### src/rtl/mem_arb_pkg.sv
// Shared types and constants for the unified memory-port arbiter.
package mem_arb_pkg;

    typedef enum logic [1:0] {
        IDLE  = 2'b00,
        ISSUE = 2'b01,
        WAIT  = 2'b10
    } arb_state_e;

    typedef enum logic {
        OWN_F = 1'b0,
        OWN_M = 1'b1
    } arb_owner_e;

    localparam logic [1:0] SIZE_BYTE = 2'b00;
    localparam logic [1:0] SIZE_HALF = 2'b01;
    localparam logic [1:0] SIZE_WORD = 2'b10;

endpackage

### src/rtl/mem_arb_perf.sv
// Performance counters for the memory arbiter: arbitration conflicts and busy cycles.
// Only instantiated when MEM_ARB_PERF_EN is defined.
module mem_arb_perf (
    input  logic        clk,
    input  logic        reset,
    input  logic        is_idle,
    input  logic        f_req,
    input  logic        m_req,
    output logic [31:0] perf_conflict_cnt,
    output logic [31:0] perf_busy_cnt
);

    // Count idle cycles with both requesters waiting, and every cycle an access is in flight.
    always_ff @(posedge clk) begin
        if (reset) begin
            perf_conflict_cnt <= 32'd0;
            perf_busy_cnt     <= 32'd0;
        end else begin
            if (is_idle && f_req && m_req) begin
                perf_conflict_cnt <= perf_conflict_cnt + 32'd1;
            end
            if (!is_idle) begin
                perf_busy_cnt <= perf_busy_cnt + 32'd1;
            end
        end
    end

endmodule

### src/rtl/mem_arbiter.sv
// Arbitrates the single memory port between instruction fetch and the MEM stage.
// Data accesses win over fetches; one access outstanding at a time. A flush kills
// an in-flight fetch by silently consuming its response.
// Optional feature macro: MEM_ARB_PERF_EN adds perf_conflict_cnt / perf_busy_cnt.
module mem_arbiter
    import mem_arb_pkg::*;
#(
    parameter int AWIDTH = 32,
    parameter int DWIDTH = 32
) (
    input  logic              clk,
    input  logic              reset,
    input  logic              f_req,
    input  logic [AWIDTH-1:0] f_addr,
    output logic [DWIDTH-1:0] f_rdata,
    output logic              f_valid,
    output logic              f_stall,
    input  logic              m_req,
    input  logic              m_wren,
    input  logic [AWIDTH-1:0] m_addr,
    input  logic [DWIDTH-1:0] m_wdata,
    input  logic [1:0]        m_size,
    output logic [DWIDTH-1:0] m_rdata,
    output logic              m_valid,
    output logic              m_stall,
    input  logic              flush,
    output logic              mem_req,
    output logic              mem_wren,
    output logic [AWIDTH-1:0] mem_addr,
    output logic [DWIDTH-1:0] mem_wdata,
    output logic [1:0]        mem_size,
    input  logic              mem_ready,
    input  logic              mem_rvalid,
    input  logic [DWIDTH-1:0] mem_rdata
`ifdef MEM_ARB_PERF_EN
    ,
    output logic [31:0]       perf_conflict_cnt,
    output logic [31:0]       perf_busy_cnt
`endif
);

    arb_state_e state_r;
    arb_owner_e owner_r;
    logic       drop_r;
    logic       resp_s;

    // Access sequencer: grant in IDLE, present request in ISSUE, await response in WAIT.
    always_ff @(posedge clk) begin
        if (reset) begin
            state_r   <= IDLE;
            owner_r   <= OWN_F;
            drop_r    <= 1'b0;
            mem_req   <= 1'b0;
            mem_wren  <= 1'b0;
            mem_addr  <= {AWIDTH{1'b0}};
            mem_wdata <= {DWIDTH{1'b0}};
            mem_size  <= 2'b00;
        end else begin
            case (state_r)
                IDLE: begin
                    drop_r <= 1'b0;
                    if (m_req) begin
                        owner_r   <= OWN_M;
                        mem_req   <= 1'b1;
                        mem_wren  <= m_wren;
                        mem_addr  <= m_addr;
                        mem_wdata <= m_wdata;
                        mem_size  <= m_size;
                        state_r   <= ISSUE;
                    end else if (f_req) begin
                        owner_r   <= OWN_F;
                        mem_req   <= 1'b1;
                        mem_wren  <= 1'b0;
                        mem_addr  <= f_addr;
                        mem_wdata <= {DWIDTH{1'b0}};
                        mem_size  <= SIZE_WORD;
                        state_r   <= ISSUE;
                    end
                end
                ISSUE: begin
                    // A fetch request cannot be withdrawn once presented; mark it for discard.
                    if (flush && (owner_r == OWN_F)) begin
                        drop_r <= 1'b1;
                    end
                    if (mem_ready) begin
                        mem_req <= 1'b0;
                        state_r <= WAIT;
                    end
                end
                WAIT: begin
                    if (mem_rvalid) begin
                        drop_r  <= 1'b0;
                        state_r <= IDLE;
                    end else if (flush && (owner_r == OWN_F)) begin
                        drop_r <= 1'b1;
                    end
                end
                default: begin
                    state_r <= IDLE;
                    mem_req <= 1'b0;
                    drop_r  <= 1'b0;
                end
            endcase
        end
    end

    // Response routing; a flush coinciding with the response also kills it.
    assign resp_s  = !reset && mem_rvalid && (state_r == WAIT);
    assign f_valid = resp_s && (owner_r == OWN_F) && !drop_r && !flush;
    assign m_valid = resp_s && (owner_r == OWN_M);
    assign f_rdata = reset ? {DWIDTH{1'b0}} : mem_rdata;
    assign m_rdata = reset ? {DWIDTH{1'b0}} : mem_rdata;
    assign f_stall = f_req && !f_valid;
    assign m_stall = m_req && !m_valid;

`ifdef MEM_ARB_PERF_EN
    mem_arb_perf u_perf (
        .clk               (clk),
        .reset             (reset),
        .is_idle           (state_r == IDLE),
        .f_req             (f_req),
        .m_req             (m_req),
        .perf_conflict_cnt (perf_conflict_cnt),
        .perf_busy_cnt     (perf_busy_cnt)
    );
`endif

endmodule
### config.mk
export PLATFORM = sky130hd
export DESIGN_NAME = mem_arbiter
export DESIGN_NICKNAME = d
export VERILOG_FILES = /design/src/rtl/mem_arb_pkg.sv /design/src/rtl/mem_arb_perf.sv /design/src/rtl/mem_arbiter.sv
export SDC_FILE = /design/constraint.sdc
export NUM_CORES = 1
export LEC_CHECK = 0
export ABC_AREA = 1
export BUFFER_PORTS_ARGS = -buffer_cell sky130_fd_sc_hd__buf_2
export CAP_MARGIN = 5
export CORE_MARGIN = 1
export CORE_UTILIZATION = 24
export DETAILED_ROUTE_END_ITERATION = 7
export PLACE_DENSITY = 0.65
export SLEW_MARGIN = 20
export SYNTH_ARGS = -nofsm -noshare
export SYNTH_HDL_FRONTEND = slang
export SYNTH_HIERARCHICAL = 1
export SYNTH_SLANG_ARGS = --single-unit
### constraint.sdc
create_clock -name clk -period 1.7 [get_ports clk]
set_input_delay 0.34 -clock clk [delete_from_list [all_inputs] [get_ports clk]]
set_output_delay 0.34 -clock clk [all_outputs]
set_load 0.02 [all_outputs]
======== Word-level counts from Yosys, hierarchy flattened ========
Cells that the tools add are included.
storage, ports and cells
  register bits ........................... 72
  input port bits ......................... 138
  output and inout port bits .............. 136
  word-level logic and storage cells ...... 56
cells by class
  equality and inequality tests ........... 5
  multiplexer cells ....................... 22
  bitwise gates (word level) .............. 2
  reduce and logical (&&, ||, !) cells .... 19
operator list
  kind                count
  $mux 32             5
  $mux 2              6
  $logic_and 1x1->1   9
  $mux 1              8
  $pmux 2 s3          1
  $reduce_and 3->1    2
  $logic_not 1->1     5
  $ne 2x2->1 const B  2
  $ne 3x3->1 const B  1
  $pmux 1 s3          1
  $eq 2x1->1 const B  1
  $eq 2x2->1 const B  1
  $logic_not 2->1     1
  $not 1->1           2
  $pmux 1 s2          1
  $reduce_and 2->1    1
  $reduce_bool 2->1   1

======== Logic depth before layout (Yosys ltp) ========
  depth after elaboration ................. 8
  gate-level depth with buffers ........... 9
  gate-level depth less buffers ........... 7

======== Least setup slack after synthesis ========
No wires, ideal clock.
  path type ............................... register -> output
  start ................................... reg state_r[0]
  end ..................................... out f_stall
  arrival ................................. 1667 ps
  required time ........................... 1360 ps
  setup slack ............................. -307 ps
  stages on the path, launching flop included .. 6
  buffers on the path ..................... 0
  cell sequence ........................... dfxtp_1 -> inv_1 -> ha_1 -> nand3_1 -> nor4_1 -> nor2_1
between the ends
  word-level cells in the longest chain between the ends .. 7
RTL lines
  item                            RTL line            text
  start, declared                 mem_arbiter.sv:42   arb_state_e state_r;
  start signal, assigned          mem_arbiter.sv:50   state_r <= IDLE;
  start signal, assigned          mem_arbiter.sv:69   state_r <= ISSUE;
  start signal, assigned          mem_arbiter.sv:77   state_r <= ISSUE;
  $eq 2x2->1                      mem_arbiter.sv:108  assign resp_s = !reset && mem_rvalid && (state_r == WAIT);
  $logic_and 1x1->1               mem_arbiter.sv:108
  $logic_and 1x1->1 (3 in a row)  mem_arbiter.sv:109  assign f_valid = resp_s && (owner_r == OWN_F) && !drop_r && !flush;
  named net f_valid               mem_arbiter.sv:16   output logic f_valid,
  $logic_not 1->1                 mem_arbiter.sv:113  assign f_stall = f_req && !f_valid;
  $logic_and 1x1->1               mem_arbiter.sv:113
  end, declared                   mem_arbiter.sv:17   output logic f_stall,
The timed path passes the listed nets, and every way through them passes these cells.

======== Final worst setup path ========
  start ................................... reg state_r[0]
  end ..................................... out f_stall
between the ends
  word-level cells in the longest chain between the ends .. 7
RTL lines
  item                            RTL line
  $eq 2x2->1                      mem_arbiter.sv:108
  $logic_and 1x1->1               mem_arbiter.sv:108
  $logic_and 1x1->1 (3 in a row)  mem_arbiter.sv:109
  $logic_not 1->1                 mem_arbiter.sv:113
  $logic_and 1x1->1               mem_arbiter.sv:113
Every way passes these cells.

==> reports/metrics.cfg <==
[outcome]
run_status=completed

[sta]
rsz0062_at_grt=yes
layout_skew_ns=0.005852
timing.final.setup_violations=0
fin_crit_sh_pct=99.57
worst_pin_slew_ns=0.3528
worst_slack_ns=0.007314
timing.final.max_slew_violations=0
finalHoldViolCount=0
max_slew_margin_pct=76.48
layout_min_cycle_time_ns=1.693
fmaxAchievable_mhz=590.8

[grt]
number_of_global_route_vias_before_repair=3319
grt_start_max_net_pins=61
grt_first_pass_wirelength_um=15820
initial_antenna_violation_count=0
globalRouteOverflowTotal=0
track_usage_pct=13.56

[placed_design]
postPlaceCellArea_mm2=0.004872
gp_routability_congestion=0.7682
io_buffers=273
post-place-ws_ns=0.1313
detailed_place_hpwl_um=7915

[min_path]
hp-start=m_size[0]
worstHoldPathType=in -> reg

[cells_and_area]
fin_nets=919
antennaDiodeCount=0
final_cell_area_mm2=0.005244
post-route-util_pct=36.08
layout-drive-gt1-share_pct=39.95
layout-area-overhead-vs-synth_pct=46.90

[cts]
cts_sinks=72
cts_tree=built
clk_latency_ns=0.33
clock_tree.htree_level_count=3
cts_buffers=9
clock_tree.root_cell=clkbuf_16
clock_path_buffers=2
worst_setup_hold_path_clk_slew_ns=0.06

[power_and_ir_drop]
p_seq_share_pct=33.9
total_leakage_power_uw=0.002985
ir_drop_uv=502.0
p_clk_share_pct=31.0
finalPower_uw=6393
power.switching_uw=2326
power_per_cell_area_mw_per_mm2=1219
combPwrFrac_pct=35.1
p_int_uw=4067
sw_frac_of_total_pct=36.38

[route]
drt-total-wl_um=10560
top_layer_reached_by_signal_wires=met4
drt.antenna.violating_nets=0
dr_wl_met3_um=885
met2_wirelength_um=4762
drtIter0Drc=118
first_pass_iters=4
m1WireLength_um=4696
dr_total_vias=3886
drt-wirelength-per-cell_um=10.94
vias_per_cell=4.027
detail_route.drc_violations=0

[logic_synthesis]
synthesis.area_mm2=0.003570
syn-instance-count=543
ys_seq_elements=72
synth_sequential_area_ratio_pct=40.38
dominant_combinational_cell_family_by_area_after_synthesis=simple AND/OR/NAND/NOR gates
synth.net_count=685
synthDistinctLibCells=18
yosys_warnings=6
syn-mean-instance-area_um2=6.574
synth.area.mux_share_pct=0
synthSimpleGateAreaFrac_pct=23.94
synth_top_area_share_pct=40.38
cell_type_with_the_highest_aggregate_area_in_the_netlist=dfxtp_1
yosys.area_share.adder_pct=1.402
synth-xor-area-share_pct=0
synth_compound_gate_area_share_pct=14.72
synthTopCellsByArea=dfxtp_1 40%, nand2_1 12%, nor2_1 11%

[floorplan]
initial_core_util_pct=24.56
die_width_um=124.0
core-area_mm2=0.01453
pin_count=274
dieArea_mm2=0.01536
row_count=44
chipHeight_um=124.0

[setup_path]
crit_path_category=reg -> out
arrival_ns=1.35
cp_slowest_cell=dfxtp_2
critical_path.startpoint_type=flip-flop
timing.critical_path.from=state_r[0]
worst_r2r_startpoint=state_r[0]
worstPathMaxFanout=3
endpoint_kind=output pin
cp_cell_sequence=inv_2 -> ha_4 -> nand3_4 -> nor4_4 -> nor2_1 -> buf_2
worst_path_largest_cell_delay_ns=0.33
cp.required_ns=1.36

[flow_run]
max_cap_viol=0

## worst max-delay path, delay by kind of cell, from the launching register on
kind,cells,cell delay (ns)
and+or+nand+nor,3,0.31
buffers and inverters,2,0.23
DFF,1,0.33
adders and majority gates,1,0.15
## cells by family after synthesis
| family | count (synthesis) |
|---|---|
| and+or+nand+nor | 222 |
| buffers and inverters | 140 |
| AOI/OAI and AO/OA | 105 |
| DFF | 72 |
| adders and majority gates | 4 |
## sequential cells by signal, indices dropped and copies added, names as in the netlist
signal     count
mem_req        1
drop_r         1
state_r        2
mem_wren       1
mem_wdata     32
owner_r        1
mem_addr      32
mem_size       2
## cells in the mapped netlist
master      n
nand2_1   110
nor2_1    104
inv_1      74
dfxtp_1    72
o21ai_0    67
a21oi_1    38
buf_4      37
clkbuf_1   13
buf_2       9
ha_1        4
buf_6       3
inv_2       3
nand3_1     3
nor4_1      2
buf_1       1
nor2_2      1
nor2_4      1
or2_2       1
## cell type report
| type | instances | area [µm²] |
|---|---|---|
| flip-flops and latches | 72 | 1443 |
| repair buffers | 286 | 1499 |
| multi-input cells | 331 | 1470 |
| clock inverters | 6 | 85.08 |
| fillers | 1561 | 9290 |
| well taps | 184 | 230.2 |
| inverters | 77 | 291.5 |
| clock buffers | 9 | 225.2 |
## power groups by stage
stage	sequential, µW	clock [µW]	combinational [µW]
2_1_floorplan	2580	0	1110
3_3_place_gp	2190	0	2210
3_5_place_dp	2200	0	2210
4_1_cts	2170	2060	2270
5_1_grt	2210	2110	2530
6_report	2170	1980	2240
## placed cells by master, fill, tap and decap left out
cell type and instances:
nor2_4 1, buf_12 2, dfxtp_1 71, nor4_1 1, a21oi_1 38, ha_4 1
buf_2 272, nor2_2 1, inv_2 3, dfxtp_2 1, nand3_1 2, buf_4 10
or2_2 1, ha_1 3, inv_4 1, nand3_4 1, nor4_4 1, nor2_1 104
clkbuf_16 9, nand2_1 110, clkinv_2 2, inv_1 73, bufinv_16 2, buf_6 2
o21ai_0 67, clkinvlp_4 2
## layer usage
metal	GRT usage [%]	up-vias
li1	-	2083
met1	16.32	1637
met2	22.12	152
met3	3.892	14
met4	6.548	0
met5	0	-
## stage by stage
step	cells	hold slack (ns)	setup TNS [ns]
finish	965	0.2523	0
global route	965	0.2455	-0.1450
CTS	965	0.2323	-0.03126
detailed placement	947	0.4497	0
global placement	947	0.4460	0
floorplan	543	0.4752	-0.1034
## worst paths after layout
check	endpoint	cells after the start	slack [ns]
worst max-delay path	f_stall	6	0.007
worst min register to register	mem_req	2	0.46
worst min-delay path	mem_size[0]	3	0.25
worst max register to register	mem_wdata[30]	9	0.19
## repair_timing
| item | 4_1_cts | 5_1_grt |
|---|---|---|
| endpoints found under the hold margin | 0 | 0 |
| hold buffers | 0 | 0 |
| setup endpoints to repair | 4 | 39 |
| resized for setup | 7 | 4 |
| buffers inserted | 3 | 0 |
No activity file was read; power rests on OpenSTA's default activity.
